## config.mk

```make
export PLATFORM = sky130hd
export DESIGN_NAME = fp_issue_sched_flat
export DESIGN_NICKNAME = d
export VERILOG_FILES = /design/src/rtl/fp_issue_sched_if.sv /design/src/rtl/fp_issue_sched.sv /design/src/flat_wrapper.sv
export SDC_FILE = /design/constraint.sdc
export NUM_CORES = 1
export LEC_CHECK = 0
export ABC_AREA = 1
export ABC_CLOCK_PERIOD_IN_PS = 3500
export BUFFER_PORTS_ARGS = -buffer_cell sky130_fd_sc_hd__buf_2
export CAP_MARGIN = 0
export CORE_MARGIN = 2
export CORE_UTILIZATION = 50
export DETAILED_ROUTE_END_ITERATION = 10
export PLACE_DENSITY = 0.83
export REMOVE_ABC_BUFFERS = 1
export SLEW_MARGIN = 20
export SYNTH_ARGS = -nofsm -noshare
export SYNTH_HDL_FRONTEND = slang
export SYNTH_SLANG_ARGS = --single-unit
```

## constraint.sdc

```tcl
create_clock -name clk -period 3.5 [get_ports clk]
set_input_delay 0.35 -clock clk [delete_from_list [all_inputs] [get_ports clk]]
set_output_delay 0.35 -clock clk [all_outputs]
set_load 0.1 [all_outputs]
```

## src/rtl/fp_issue_sched_if.sv

```systemverilog
// Bundle of the decode, iterative-unit, writeback and flag signals of fp_issue_sched.
// The slave modport is the scheduler's view; the master modport is its environment.
interface fp_issue_sched_if #(
  parameter int WIDTH = 32,
  parameter int OP_W  = 5
);
  logic             in_valid;
  logic             in_ready;
  logic [OP_W-1:0]  in_op;
  logic [4:0]       in_rd;
  logic [WIDTH-1:0] in_a;
  logic [WIDTH-1:0] in_b;
  logic [WIDTH-1:0] fast_result;
  logic [4:0]       fast_flags;

  logic             mc_start;
  logic [OP_W-1:0]  mc_op;
  logic [WIDTH-1:0] mc_a;
  logic [WIDTH-1:0] mc_b;
  logic             mc_done;
  logic [WIDTH-1:0] mc_result;
  logic [4:0]       mc_flags;

  logic             out_valid;
  logic             out_ready;
  logic [WIDTH-1:0] out_data;
  logic [4:0]       out_rd;
  logic [4:0]       out_flags;

  logic             flush;
  logic [4:0]       fflags;
  logic             fflags_clr;
  logic             busy;
  logic             mc_err;

  modport slave (
    input  in_valid, in_op, in_rd, in_a, in_b, fast_result, fast_flags,
    input  mc_done, mc_result, mc_flags,
    input  out_ready, flush, fflags_clr,
    output in_ready, mc_start, mc_op, mc_a, mc_b,
    output out_valid, out_data, out_rd, out_flags,
    output fflags, busy, mc_err
  );

  modport master (
    output in_valid, in_op, in_rd, in_a, in_b, fast_result, fast_flags,
    output mc_done, mc_result, mc_flags,
    output out_ready, flush, fflags_clr,
    input  in_ready, mc_start, mc_op, mc_a, mc_b,
    input  out_valid, out_data, out_rd, out_flags,
    input  fflags, busy, mc_err
  );
endinterface

```

## src/rtl/fp_issue_sched.sv

```systemverilog
// FP issue scheduler: routes fast ops straight to a one-entry writeback register and
// sequences fdiv/fsqrt through the shared iterative unit, with timeout and sticky fflags.
//
// state   | meaning
// IDLE    | no long op outstanding; decode may issue when writeback slot frees
// MC_BUSY | long op running in the iterative unit, result will be written back
// DRAIN   | long op was flushed; wait for its mc_done and drop the result
module fp_issue_sched #(
  parameter int WIDTH      = 32,
  parameter int OP_W       = 5,
  parameter int MC_TIMEOUT = 64
) (
  input logic             clk,
  input logic             rst,
  fp_issue_sched_if.slave bus
);
  localparam int CNT_W = (MC_TIMEOUT > 2) ? $clog2(MC_TIMEOUT) : 1;
  localparam logic [CNT_W-1:0] CNT_LAST = CNT_W'(MC_TIMEOUT - 1);
  localparam logic [OP_W-1:0]  OP_FDIV  = OP_W'(5'h03);
  localparam logic [OP_W-1:0]  OP_FSQRT = OP_W'(5'h0B);

  typedef enum logic [1:0] {IDLE, MC_BUSY, DRAIN} state_t;

  state_t           state;
  logic [CNT_W-1:0] to_cnt;
  logic [4:0]       mc_rd;

  logic             out_valid_q;
  logic [WIDTH-1:0] out_data_q;
  logic [4:0]       out_rd_q;
  logic [4:0]       out_flags_q;
  logic             mc_start_q;
  logic [OP_W-1:0]  mc_op_q;
  logic [WIDTH-1:0] mc_a_q;
  logic [WIDTH-1:0] mc_b_q;
  logic [4:0]       fflags_q;
  logic             busy_q;
  logic             mc_err_q;

  logic in_ready_c;
  logic accept;
  logic long_op;
  logic handshake;
  logic done_ok;

  assign in_ready_c = !rst && (state == IDLE) && !bus.flush && (!out_valid_q || bus.out_ready);
  assign accept     = bus.in_valid && in_ready_c;
  assign long_op    = (bus.in_op == OP_FDIV) || (bus.in_op == OP_FSQRT);
  assign handshake  = out_valid_q && bus.out_ready;
  // The unit cannot finish in its own start cycle; a done there is stale.
  assign done_ok    = bus.mc_done && !mc_start_q;

  always_ff @(posedge clk) begin
    if (rst) begin
      state       <= IDLE;
      to_cnt      <= '0;
      mc_rd       <= '0;
      out_valid_q <= 1'b0;
      out_data_q  <= '0;
      out_rd_q    <= '0;
      out_flags_q <= '0;
      mc_start_q  <= 1'b0;
      mc_op_q     <= '0;
      mc_a_q      <= '0;
      mc_b_q      <= '0;
      fflags_q    <= '0;
      busy_q      <= 1'b0;
      mc_err_q    <= 1'b0;
    end else begin
      mc_start_q <= 1'b0;

      // Clear applies before the OR of a same-cycle writeback.
      if (handshake && !bus.flush) begin
        fflags_q <= (bus.fflags_clr ? 5'd0 : fflags_q) | out_flags_q;
      end else if (bus.fflags_clr) begin
        fflags_q <= '0;
      end

      if (handshake || bus.flush) begin
        out_valid_q <= 1'b0;
      end
      if (accept && !long_op) begin
        out_valid_q <= 1'b1;
        out_data_q  <= bus.fast_result;
        out_rd_q    <= bus.in_rd;
        out_flags_q <= bus.fast_flags;
      end

      case (state)
        IDLE: begin
          if (accept && long_op) begin
            state      <= MC_BUSY;
            to_cnt     <= '0;
            mc_op_q    <= bus.in_op;
            mc_a_q     <= bus.in_a;
            mc_b_q     <= bus.in_b;
            mc_rd      <= bus.in_rd;
            mc_start_q <= 1'b1;
            busy_q     <= 1'b1;
          end
        end
        MC_BUSY, DRAIN: begin
          if (done_ok) begin
            state  <= IDLE;
            busy_q <= 1'b0;
            if ((state == MC_BUSY) && !bus.flush) begin
              out_valid_q <= 1'b1;
              out_data_q  <= bus.mc_result;
              out_rd_q    <= mc_rd;
              out_flags_q <= bus.mc_flags;
            end
          end else if (to_cnt == CNT_LAST) begin
            state    <= IDLE;
            busy_q   <= 1'b0;
            mc_err_q <= 1'b1;
          end else begin
            if (to_cnt != '1) begin
              to_cnt <= to_cnt + CNT_W'(1);
            end
            if (bus.flush) begin
              state <= DRAIN;
            end
          end
        end
        default: begin
          state  <= IDLE;
          busy_q <= 1'b0;
        end
      endcase
    end
  end

  assign bus.in_ready  = in_ready_c;
  assign bus.mc_start  = mc_start_q;
  assign bus.mc_op     = mc_op_q;
  assign bus.mc_a      = mc_a_q;
  assign bus.mc_b      = mc_b_q;
  assign bus.out_valid = out_valid_q;
  assign bus.out_data  = out_data_q;
  assign bus.out_rd    = out_rd_q;
  assign bus.out_flags = out_flags_q;
  assign bus.fflags    = fflags_q;
  assign bus.busy      = busy_q;
  assign bus.mc_err    = mc_err_q;
endmodule
```

## src/flat_wrapper.sv

```systemverilog
// flat-port wrapper written by rule: the top's interface ports become plain ports
module fp_issue_sched_flat 
#(
  parameter int WIDTH      = 32,
  parameter int OP_W       = 5,
  parameter int MC_TIMEOUT = 64
)
  (clk, rst, bus_in_valid, bus_in_op, bus_in_rd, bus_in_a, bus_in_b, bus_fast_result, bus_fast_flags, bus_mc_done, bus_mc_result, bus_mc_flags, bus_out_ready, bus_flush, bus_fflags_clr, bus_in_ready, bus_mc_start, bus_mc_op, bus_mc_a, bus_mc_b, bus_out_valid, bus_out_data, bus_out_rd, bus_out_flags, bus_fflags, bus_busy, bus_mc_err);
  fp_issue_sched_if #(.WIDTH(WIDTH), .OP_W(OP_W)) bus_i ();
  input logic clk;
  input logic rst;
  input wire logic [$bits(bus_i.in_valid)-1:0] bus_in_valid;
  input wire logic [$bits(bus_i.in_op)-1:0] bus_in_op;
  input wire logic [$bits(bus_i.in_rd)-1:0] bus_in_rd;
  input wire logic [$bits(bus_i.in_a)-1:0] bus_in_a;
  input wire logic [$bits(bus_i.in_b)-1:0] bus_in_b;
  input wire logic [$bits(bus_i.fast_result)-1:0] bus_fast_result;
  input wire logic [$bits(bus_i.fast_flags)-1:0] bus_fast_flags;
  input wire logic [$bits(bus_i.mc_done)-1:0] bus_mc_done;
  input wire logic [$bits(bus_i.mc_result)-1:0] bus_mc_result;
  input wire logic [$bits(bus_i.mc_flags)-1:0] bus_mc_flags;
  input wire logic [$bits(bus_i.out_ready)-1:0] bus_out_ready;
  input wire logic [$bits(bus_i.flush)-1:0] bus_flush;
  input wire logic [$bits(bus_i.fflags_clr)-1:0] bus_fflags_clr;
  output wire logic [$bits(bus_i.in_ready)-1:0] bus_in_ready;
  output wire logic [$bits(bus_i.mc_start)-1:0] bus_mc_start;
  output wire logic [$bits(bus_i.mc_op)-1:0] bus_mc_op;
  output wire logic [$bits(bus_i.mc_a)-1:0] bus_mc_a;
  output wire logic [$bits(bus_i.mc_b)-1:0] bus_mc_b;
  output wire logic [$bits(bus_i.out_valid)-1:0] bus_out_valid;
  output wire logic [$bits(bus_i.out_data)-1:0] bus_out_data;
  output wire logic [$bits(bus_i.out_rd)-1:0] bus_out_rd;
  output wire logic [$bits(bus_i.out_flags)-1:0] bus_out_flags;
  output wire logic [$bits(bus_i.fflags)-1:0] bus_fflags;
  output wire logic [$bits(bus_i.busy)-1:0] bus_busy;
  output wire logic [$bits(bus_i.mc_err)-1:0] bus_mc_err;
  assign bus_i.in_valid = bus_in_valid;
  assign bus_i.in_op = bus_in_op;
  assign bus_i.in_rd = bus_in_rd;
  assign bus_i.in_a = bus_in_a;
  assign bus_i.in_b = bus_in_b;
  assign bus_i.fast_result = bus_fast_result;
  assign bus_i.fast_flags = bus_fast_flags;
  assign bus_i.mc_done = bus_mc_done;
  assign bus_i.mc_result = bus_mc_result;
  assign bus_i.mc_flags = bus_mc_flags;
  assign bus_i.out_ready = bus_out_ready;
  assign bus_i.flush = bus_flush;
  assign bus_i.fflags_clr = bus_fflags_clr;
  assign bus_in_ready = bus_i.in_ready;
  assign bus_mc_start = bus_i.mc_start;
  assign bus_mc_op = bus_i.mc_op;
  assign bus_mc_a = bus_i.mc_a;
  assign bus_mc_b = bus_i.mc_b;
  assign bus_out_valid = bus_i.out_valid;
  assign bus_out_data = bus_i.out_data;
  assign bus_out_rd = bus_i.out_rd;
  assign bus_out_flags = bus_i.out_flags;
  assign bus_fflags = bus_i.fflags;
  assign bus_busy = bus_i.busy;
  assign bus_mc_err = bus_i.mc_err;
  fp_issue_sched #(.WIDTH(WIDTH), .OP_W(OP_W), .MC_TIMEOUT(MC_TIMEOUT)) u_core (.clk(clk), .rst(rst), .bus(bus_i));
endmodule
```

==> flow_summary.yaml <==
logic_synthesis:
  yosys-top-cells-count: "nor2_1 (223), dfxtp_1 (133), o21ai_1 (105), inv_1 (103), nand2_1 (81)"
  ys_seq_area_share_pct: 47.6
  syn-instance-count: 800
  netlist_area_mm2: 0.00560
  synth-edff-count: 0
  ys.flop_type: "dfxtp_1"
  ys.warnings.count: 0
  ys_async_sr_fraction_pct: 0
  yosysTopAreaCell: "dfxtp_1"
  yosys_register_bits: 133
  synth_top_area_share_pct: 47.6
  yosys.cell_count.top_type: "nor2_1"
  ys_top_cells_by_area: "dfxtp_1 (48%), nor2_1 (15%), o21ai_1 (9.4%)"
  avgSynthCellArea_um2: 7.00
  synth_cell_type_count: 25
routing:
  drtPass1Iterations: 7
  routed_wirelength_mm: 15.6
  ant_nets: 0
  drc: 0
  drt-initial-drc-count: 465
  vias: 5744
  viasPerCell: 4.77
  wl_per_cell_um: 12.9
placement:
  io_buffers: 275
  gp_congestion: 0.824
  pre_cts_ws_ps: 1160
  post-place-cells: 1173
  dp_hpwl_mm: 11.2
die:
  die_y_um: 110
  initial_core_util_pct: 51.4
  dieArea_mm2: 0.0121
  core_area_mm2: 0.0109
  num_io_pins: 276
  rows: 38
  die_x_um: 110
clock_network:
  numCtsBuffers: 17
  clock-sinks: 133
  hold_buffers: 0
  cts_tree: "built"
  h-tree-depth: 4
  clk_latency_ps: 510
  cts_setup_buffers: 0
  cts_root_buf: "clkbuf_8"
  clkTransAtPathRegs_ps: 70
  clockBufferDepth: 2
  cts-resized-gates: 0
final_layout:
  drive_gt1_share_pct: 30.3
  final_util_pct: 69.2
  fill_cells: 962
  layout.cells.non_filler: 1204
  n_antenna_cell: 0
  area_growth_pct: 34.6
  seqCellArea_mm2: 0.00266
  multi_input_area_mm2: 0.00228
  final_net_count: 1211
sta:
  finalClockSkew_ps: 9.70
  post-route-min-period_ps: 2310
  slew_headroom_pct: 56.0
  timing.setup.tns_ps: 0
  post-route-period-util_pct: 65.9
  worst_pin_slew_ps: 659
  rsz0062_at_grt: "false"
  setup_ws_ps: 1190
  hold_violations: 0
  setup_viol: 0
  drv_slew: 0
  fmax_mhz: 433
hold_path:
  holdCritStartpoint: "bus_in_b[30]"
  worstHoldEndpoint: "u_core.bus.mc_b[30]"
  hold_depth: 3
  hp-class: "input port to register"
worst_setup_path:
  crit_path_start: "u_core.state[0]"
  criticalPathCategory: "register to register"
  crit_required_ps: 3940
  cp.arrival_ps: 2750
  cp_max_fo: 58
  critPathCaptureType: "register"
  timing.rr.start: "u_core.state[0]"
  startpoint_type: "register"
  rr_endpoint: "u_core.bus.mc_a[3]"
  rr_worst_depth: 9
  r2r_slack_ps: 1190
power_and_ir_drop:
  p_leak_nw: 4.05
  ir_worst_vdd_v: 0.000344
  power.total_mw: 4.43
  powerDensity_mw_per_mm2: 588
grt:
  antenna_found_initial: 0
  grt.overflow.total: 0
  grt_max_degree: 75
  grt_pass1_wl_mm: 23.9
  grt_pass1_vias: 5160
  track_usage_pct: 25.4
run_status:
  outcome: "finished clean"
job:
  drv_cap: 0
critical path, cell delays in order (launching register included):
cell     delay (ps)
dfxtp_1         330
inv_1            90
ha_1            260
nand3_4         120
nor2_8          120
nand3_4         230
inv_2           300
buf_4           530
nor2_1          100
nor2_1          130
layout by cell type, fill, tap and decap left out, types with 2 or more instances in the layout:
master      netlist  layout
nand3_1          14      14
clkbuf_16         0      16
nand2_1          81      81
nand3_4           2       2
buf_4             0       5
inv_2             2       2
nor2_1          223     223
o21ai_1         105     105
o21ai_0          49      49
inv_8             0       2
a21oi_1          24      24
dfxtp_1         133     133
ha_1              4       4
nor3b_1           2       2
bufinv_16         0       2
clkinvlp_4        0       3
inv_6             0       7
inv_1           103     103
buf_2            20     275
flip-flops by register name (all words and copies together), names as in the netlist:
signal                flops
u_core.bus.mc_a          32
u_core.bus.mc_b          32
u_core.bus.out_data      32
u_core.to_cnt             6
u_core.bus.fflags         5
u_core.bus.mc_op          5
u_core.bus.out_flags      5
u_core.bus.out_rd         5
u_core.mc_rd              5
u_core.state              2
u_core.bus.busy           1
u_core.bus.mc_err         1
u_core.bus.mc_start       1
u_core.bus.out_valid      1
worst max path at each step:
stage,end,slack (ps),cells after the start
2_1_floorplan,u_core.to_cnt[0],600,8
3_3_place_gp,u_core.bus.out_data[25],1230,9
3_5_place_dp,u_core.bus.mc_a[29],1160,9
4_1_cts,u_core.bus.mc_a[29],1150,9
5_1_grt,u_core.bus.out_data[12],910,9
6_report,u_core.bus.mc_a[3],1190,9
kinds of logic (layout without fill, tap and decap cells):
family                     Yosys count  after routing  synth area share (%)
AOI/OAI and AO/OA                  180            180                  16.2
xor gates and xnor gates             1              1                 0.156
adders and majority gates            4              4                 0.894
buffers and inverters              155            419                  11.8
DFF                                133            133                  47.6
and+or+nand+nor                    327            327                  23.4
per-layer routing:
| metal | vias to the layer above | part of all wire, % | track usage, % |
|---|---|---|---|
| met5 | - | 0 | 0 |
| met4 | 0 | 2.1 | 9.76 |
| met3 | 26 | 7.7 | 7.05 |
| met2 | 221 | 49 | 44.7 |
| met1 | 2513 | 41 | 29.0 |
| li1 | 2984 | - | - |
where the power goes:
part | switching [mW] | internal (mW) | total [mW]
sequential | 0.0488 | 1.59 | 1.64
clock | 0.708 | 1.04 | 1.74
combinational | 0.802 | 0.245 | 1.05
through the flow:
step	cell area (µm²)	hold WS, ps
final	7540	82.8
after global routing	7540	74.1
after CTS	7540	58.4
after detailed placement	6960	427
after global placement	6960	424
after floorplan	5340	419
cell type report:
type | instances | share of cell area, %
repair buffers | 281 | 19.0
clock buffers | 17 | 5.50
inverters | 107 | 5.38
flip-flops and latches | 133 | 35.3
clock inverters | 14 | 2.21
multi-input cells | 512 | 30.2
well taps | 140 | 2.32
No activity file was read; power rests on OpenSTA's default activity.
